$ cat src/rtl/vga_input_conditioner.sv
// Button/switch front end for vgadriver: 2-flop sync, per-button debounce and press pulse.
// Optional auto-repeat on direction buttons [2..5] when VGA_BTN_AUTOREPEAT_EN is defined.
module vga_input_conditioner #(
  parameter int unsigned DEBOUNCE_CYCLES = 500000,
  parameter int unsigned CNT_W           = 20,
  parameter int unsigned REPEAT_DELAY    = 25000000,
  parameter int unsigned REPEAT_PERIOD   = 5000000
) (
  input  logic       sysclk,
  input  logic       reset_n,
  input  logic [5:0] btn_in,
  input  logic [2:0] sw_in,
  output logic [5:0] btn_level,
  output logic [5:0] btn_pulse,
  output logic [2:0] sw_out
);

  localparam logic [CNT_W-1:0] DbMax = CNT_W'(DEBOUNCE_CYCLES - 1);

  // Repeat reload arithmetic below assumes REPEAT_PERIOD <= REPEAT_DELAY.
  if (DEBOUNCE_CYCLES < 2 || (64'(1) << CNT_W) <= 64'(DEBOUNCE_CYCLES) ||
      REPEAT_PERIOD == 0 || REPEAT_PERIOD > REPEAT_DELAY) begin : g_bad_params
    $error("vga_input_conditioner: illegal parameter combination");
  end

  logic [5:0]       btn_s1_q, btn_s2_q;
  logic [2:0]       sw_s1_q;
  logic [CNT_W-1:0] cnt_q [6];
  logic [CNT_W-1:0] cnt_d [6];
  logic [5:0]       level_d, pulse_d;

`ifdef VGA_BTN_AUTOREPEAT_EN
  localparam int unsigned RPT_W = $clog2(REPEAT_DELAY + 1);
  localparam logic [RPT_W-1:0] RptFire   = RPT_W'(REPEAT_DELAY - 1);
  localparam logic [RPT_W-1:0] RptReload = RPT_W'(REPEAT_DELAY - REPEAT_PERIOD);

  // Hold counters for direction channels only; index j maps to button j+2.
  logic [RPT_W-1:0] hold_q [4];
  logic [RPT_W-1:0] hold_d [4];
`endif

  always_comb begin
    level_d = btn_level;
    pulse_d = '0;
    for (int i = 0; i < 6; i++) begin
      cnt_d[i] = '0;
      if (btn_s2_q[i] != btn_level[i]) begin
        if (cnt_q[i] == DbMax) begin
          level_d[i] = btn_s2_q[i];
          pulse_d[i] = btn_s2_q[i];
        end else begin
          cnt_d[i] = cnt_q[i] + CNT_W'(1);
        end
      end
    end
`ifdef VGA_BTN_AUTOREPEAT_EN
    for (int j = 0; j < 4; j++) begin
      hold_d[j] = '0;
      // Counts only while the level was already high and stays high; the rising
      // edge itself leaves the counter at zero.
      if (btn_level[j+2] && level_d[j+2]) begin
        if (hold_q[j] == RptFire) begin
          pulse_d[j+2] = 1'b1;
          hold_d[j]    = RptReload;
        end else begin
          hold_d[j] = hold_q[j] + RPT_W'(1);
        end
      end
    end
`endif
  end

  always_ff @(posedge sysclk or negedge reset_n) begin
    if (!reset_n) begin
      btn_s1_q  <= '0;
      btn_s2_q  <= '0;
      sw_s1_q   <= '0;
      sw_out    <= '0;
      btn_level <= '0;
      btn_pulse <= '0;
      for (int i = 0; i < 6; i++) cnt_q[i] <= '0;
`ifdef VGA_BTN_AUTOREPEAT_EN
      for (int j = 0; j < 4; j++) hold_q[j] <= '0;
`endif
    end else begin
      btn_s1_q  <= btn_in;
      btn_s2_q  <= btn_s1_q;
      sw_s1_q   <= sw_in;
      sw_out    <= sw_s1_q;
      btn_level <= level_d;
      btn_pulse <= pulse_d;
      for (int i = 0; i < 6; i++) cnt_q[i] <= cnt_d[i];
`ifdef VGA_BTN_AUTOREPEAT_EN
      for (int j = 0; j < 4; j++) hold_q[j] <= hold_d[j];
`endif
    end
  end

endmodule

$ cat config.mk
export PLATFORM = sky130hd
export DESIGN_NAME = vga_input_conditioner
export DESIGN_NICKNAME = d
export VERILOG_FILES = /design/src/rtl/vga_input_conditioner.sv
export SDC_FILE = /design/constraint.sdc
export NUM_CORES = 1
export LEC_CHECK = 0
export ABC_AREA = 1
export BUFFER_PORTS_ARGS = -buffer_cell sky130_fd_sc_hd__buf_2
export CORE_ASPECT_RATIO = 0.75
export CORE_MARGIN = 8
export CORE_UTILIZATION = 25
export DETAILED_ROUTE_END_ITERATION = 12
export HOLD_SLACK_MARGIN = 0.12
export PLACE_DENSITY_LB_ADDON = 0.3
export REMOVE_ABC_BUFFERS = 1
export SETUP_SLACK_MARGIN = 0.2
export SYNTH_ARGS = -nofsm -noshare
export SYNTH_HDL_FRONTEND = slang
export SYNTH_SLANG_ARGS = --single-unit
$ cat constraint.sdc
create_clock -name sysclk -period 4.02 [get_ports sysclk]
set_input_delay 0.402 -clock sysclk [delete_from_list [all_inputs] [get_ports sysclk]]
set_output_delay 0.402 -clock sysclk [all_outputs]
set_load 0.05 [all_outputs]
==> qor.csv, run 1 <==
metric,value,unit
worstHoldStart,btn_s1_q[4],
synth_seq_cells,150,
max_stage_delay,0.44,ns
grt_setup_unrepaired,no,
clk_path_buf_depth,2,
arrival,1.17,ns
clk_pin_slew,0.07,ns
drt_iter0_markers,396,
ant_nets,0,
cts_hold_buf,10,
wl_per_cell,11.7,um
insertion_delay,0.43,ns
met2_length,7480,um
maxCapViolations,0,
finalSetupTns,0,ns
end_kind,primary output,
p_leak,4.08,nW
rows,57,
period_minus_slack,1.57,ns
top_layer_used,met4,
cts_resized,0,
wl_met3,421,um
drive_above_1_share,0.133,
place_ws,2.48,ns
vias_per_cell,4.26,
ys_types,31,
outcome,completed,
critical_path_buf_inv_count,1,
dp_hpwl,13200,um
worst_slew_pin_slew,0.759,ns
grt_max_degree,81,
startpoint,btn_level[3],
crit_family,flip-flops,
instances_no_fill,1528,
power_density,345,nW/um2
io_buffers,25,
power,3.25,mW
hold_violations,0,
cts_tree,built,
synth_edf_count,0,
layout_commonest_cell,nor2_1,
wirelength,17900,um
drt-met1-wl,9770,um
h-tree-depth,4,
yosys_warnings,0,
holdWs,0.346,ns
skew,0.0139,ns
fmax,0.636,GHz
dp_cells,1486,
vias,6513,
crit_type,register to primary output,
drtPass1Iterations,5,
post-route-drc-count,0,
core_area,32100,um2
diodes,0,
layout_setup_ws,2.45,ns
numClockSinks,150,
initial_core_util,0.252,
die_w,224,um
postSynthCellCount,1052,
synth-main-ff-cell,dfrtp_1,
areaGrowthSynthToFinish,16.5,%
synth_seq_area_share,0.464,
min_period_over_period,0.391,
antenna_found_initial,0,
reg2reg_from,cnt_q[0],
async_reset_ff_frac,1.00,
cp_max_fo,4,
synth_area,8080,um2
cp-start-kind,register,
cp_data_required_time,3.62,ns
fin_nets,1119,
setup_viol,0,
maxSlewHeadroom,0.494,
io_pins,26,
gp_congestion,0.838,
grt_overflow,0,
cts_setup_buffers,0,
crit_slowest_cell,dfrtp_1,
layout_common_cells,"240 x nor2_1, 213 x nand2_1, 150 x dfrtp_1",
syn_area_per_cell,7.68,um2
crit_chain,buf_2,
drv_slew,0,
ir_drop,0.214,mV
track_usage,0.0977,
numCtsBuffers,17,
fp.dieH,172,um
fp.dieArea,38400,um2
cts-root-buf,clkbuf_16,
grt_pass1_vias,6325,
hp-class,register to register,
grt_pass1_wl,31100,um
-- kinds of logic after synthesis --
family	after synthesis	share of synthesized area
buffers and inverters	134	0.0628
xor gates and xnor gates	52	0.0573
AOI/OAI and AO/OA	32	0.0235
adders and majority gates	6	0.00929
DFF	150	0.464
and+or+nand+nor	678	0.383
-- cells in the mapped netlist (4+ instances only) --
cell type	number	area (um2)
nor3_2	5	50.1
xor2_1	40	350
nand2_1	213	800
nand4_1	21	131
buf_2	4	20.0
nand3_2	7	70.1
inv_2	13	48.8
o21a_1	4	30.0
o21ai_1	6	30.0
dfrtp_1	150	3750
nor2_4	9	101
xnor2_1	11	96.3
ha_1	6	75.1
nor2_1	240	901
nor3b_2	4	50.1
nand3_1	101	505
nor3_1	16	80.1
inv_1	116	435
a21oi_1	7	35.0
nand2_2	19	119
o21ai_0	10	50.1
nor3b_1	7	52.6
nor2_2	29	181
-- path summary, 6_finish.rpt --
check	endpoint	slack, ns	cells after the start
setup / recovery	btn_level[3]	2.45	1
setup reg to reg	cnt_q[15]	2.49	8
min in group asynchronous	cnt_q[115]	0.59	2
hold / removal	btn_s2_q[4]	0.35	0
hold reg to reg	btn_s2_q[4]	0.35	0
max in group asynchronous	cnt_q[20]	2.57	3
-- stage by stage --
step | instance area [um2] | utilization
after detailed placement | 8730 | 0.272
after CTS | 9410 | 0.293
final | 9410 | 0.293
after global routing | 9410 | 0.293
after global placement | 8730 | 0.272
after floorplan | 8060 | -
-- layer usage --
metal  GRT usage  vias to the layer above
li1            -                     3393
met1       0.141                     3041
met2       0.146                       68
met3      0.0191                       11
met4      0.0280                        0
met5           0                        -
-- flip-flops by register name, summed over array words and instances (netlist names) --
register / count
btn_level: 6
btn_pulse: 6
btn_s1_q: 6
btn_s2_q: 6
cnt_q: 120
sw_out: 3
sw_s1_q: 3
-- final cells by class --
| class | count | area (um2) |
|---|---|---|
| Sequential cell | 150 | 3750 |
| Timing Repair Buffer | 36 | 251 |
| Inverter | 129 | 484 |
| Clock buffer | 17 | 425 |
| Fill cell | 3468 | 22700 |
| Tap cell | 413 | 517 |
| Clock inverter | 15 | 160 |
| Multi-Input combinational cell | 768 | 3820 |
-- report_power, final --
group / internal [mW] / leakage (nW) / total [mW] / switching [mW]
logic: 0.0316 / 1.75 / 0.111 / 0.0791
clock network: 0.880 / 0.287 / 1.58 / 0.705
registers: 1.53 / 2.04 / 1.55 / 0.0173
Note: power is estimated with default switching activity, not from simulation.
==> inputs of run 2 (changes only) <==
- ABC_AREA: 1 -> 0
- clock period: 4.02 -> 1.4 ns (I/O delays scaled with it)
==> run 2 against run 1 <==
Net effect:
- the run now ends with negative setup slack left
- hold slack lost 0.15 ns
- critical path type is now register to register
- largest cell class unchanged
- clock-buffer cell count rose by 2
- routed wire length up 6.5%
==> qor.csv, run 2 <==
metric,value,unit,change
layout_common_cells,"223 x buf_4, 146 x dfrtp_1, 51 x xnor2_1",,
outcome,"finished, violations left",,
antenna_found_initial,0,,unchanged
layout_commonest_cell,buf_4,,
yosysTopAreaCell,dfrtp_1,,
yosys_warnings,0,,unchanged
end_kind,register,,
setup_viol,124,,+124
layout_setup_ws,-0.546,ns,-2.99 ns
ir_drop,0.913,mV,+330%
maxSlewHeadroom,0.725,,+0.231
n_fill_cell,2675,,-23%
drv_slew,0,,unchanged
numCtsBuffers,17,,unchanged
core_area,27900,um2,-13%
cp_max_fo,9,,+5
p_leak,4.87,nW,+20%
startpoint,cnt_q[106],,
syn_area_per_cell,10.3,um2,+33%
post-route-drc-count,0,,unchanged
fmax,0.514,GHz,
grt_pass1_vias,6274,,-0.81%
largest_reg_flops,120,,unchanged
fin_nets,1008,,-9.9%
track_usage,0.112,,+0.0148
reg2reg_from,cnt_q[106],,
fp.dieH,161,um,-6.2%
synth_seq_cells,150,,unchanged
skew,0.00971,ns,-0.00418 ns
reg2reg_slack,-0.55,ns,-3.04 ns
hp-class,primary input to asynchronous set/reset pin,,
instances_no_fill,1361,,-11%
violations,negative setup slack,,
wirelength,19000,um,+6.5%
power_density,858,nW/um2,+150%
arrival,2.27,ns,+1.10 ns
synth_area,7020,um2,-13%
postSynthCellCount,685,,-35%
insertion_delay,0.44,ns,about the same
grt_setup_unrepaired,yes,,
utilization,0.412,,+0.119
regArea,3760,um2,+0.13%
io_pins,26,,unchanged
synth-main-ff-cell,dfrtp_1,,
regMostFlops,cnt_q,,
numClockSinks,150,,unchanged
period_minus_slack,1.95,ns,
fp.dieArea,33800,um2,-12%
initial_core_util,0.252,,+0.000266
r2r_cells,6,,-2
cp-start-kind,register,,
rows,53,,-7.0%
async_reset_ff_frac,1.00,,unchanged
min_period_over_period,1.39,,
cp_data_required_time,1.73,ns,-1.89 ns
vias,6181,,-5.1%
areaGrowthSynthToFinish,63.6,%,
reg2reg_to,cnt_q[106],,
vias_per_cell,4.54,,+6.5%
multi_input_area,4080,um2,+6.6%
synth_edf_count,0,,unchanged
ant_nets,0,,unchanged
netlist.area_leader.share,0.534,,+0.0701
synth_area_leaders,"dfrtp_1 53%, xnor2_1 6.7%, nor2_1 5.9%, xor2_1 4.6%, nand4_1 4.4%",,
h-tree-depth,4,,unchanged
holdWs,0.191,ns,-0.155 ns
diodes,0,,unchanged
ys_types,43,,+39%
worst_slew_pin_slew,0.412,ns,-0.347 ns
grt_overflow,0,,unchanged
clk_path_buf_depth,2,,unchanged
dp_hpwl,11700,um,-11%
dp_cells,1251,,-16%
place_ws,-0.591,ns,-3.08 ns
clk_pin_slew,0.06,ns,about the same
yosysMostFrequentCell,dfrtp_1,,
wl_per_cell,14.0,um,+20%
grt_pass1_wl,31400,um,+1.0%
synthTopCellsByCount,"150 x dfrtp_1, 111 x nor2_1, 54 x xnor2_1",,
io_buffers,25,,unchanged
cts_tree,built,,
synth_seq_area_share,0.534,,+0.0701
grt_max_degree,40,,-51%
drive_above_1_share,0.502,,+0.369
drt_iter0_markers,333,,-16%
cts-root-buf,clkbuf_16,,
maxCapViolations,0,,unchanged
hold_violations,0,,unchanged
drtPass1Iterations,4,,-1
gp_congestion,0.804,,-4.1%
crit_type,register to register,,
die_w,210,um,-6.3%
==> run 2: what timing repair did <==
item                                   in CTS  in global routing
pin swaps                                 124                 55
setup buffers                              39                 25
setup endpoints to repair                 132                137
hold buffers                               10                  0
gates resized for setup                   173                112
endpoints found under the hold margin     159                  0
cloned                                      4                  0
==> run 2: critical path, stage by stage (launching register included) <==
cell and delay, ns:
dfrtp_1 0.38, or4b_4 0.54, or4_4 0.46, o21ai_4 0.17, buf_6 0.13, buf_16 0.12, nor2_1 0.04
==> run 2: stage by stage <==
step / instance area [um2] / setup TNS, ns / total power [mW]
final: 11500 / -30.55 / 9.86
after CTS: 10800 / -27.54 / 9.98
after global routing: 11500 / -40.23 / 10.3
after detailed placement: 9060 / -36.83 / 4.97
after global placement: 9060 / -33.85 / 4.96
after floorplan: 6950 / -47.95 / 4.66
==> run 2: cell families after synthesis <==
group | count (synthesis) | share of synthesized area
compound gates | 49 | 0.0440
xor+xnor | 91 | 0.113
fa+ha+maj | 6 | 0.0107
buf+inv | 37 | 0.0221
flops | 150 | 0.534
mux | 8 | 0.0123
simple gates | 344 | 0.263
==> run 2: how the worst max path moves through the flow <==
stage | endpoint | cells after the start
3_3_place_gp | cnt_q[103] | 5
3_5_place_dp | cnt_q[115] | 5
5_1_grt | cnt_q[117] | 6
2_1_floorplan | cnt_q[103] | 4
6_report | cnt_q[106] | 6
4_1_cts | cnt_q[119] | 6
==> run 2: where the power goes <==
group | leakage, nW | total, mW | switching, mW | internal [mW]
Combinational | 2.56 | 0.600 | 0.318 | 0.281
Sequential | 2.03 | 4.45 | 0.0470 | 4.40
Clock | 0.287 | 4.81 | 1.94 | 2.87
==> run 2: routing by layer <==
metal,vias up,global-route usage,routed length [um]
met3,22,0.0292,566
met1,3023,0.156,9470
li1,3072,-,-
met2,64,0.171,8720
met4,0,0.0304,249
met5,-,0,0
==> run 2: area by class of cell <==
class	count	area share
Multi-Input combinational cell	498	0.355
Inverter	21	0.00686
Timing Repair Buffer	303	0.219
Clock buffer	19	0.0386
Sequential cell	150	0.327
Tap cell	357	0.0389
Clock inverter	13	0.0147
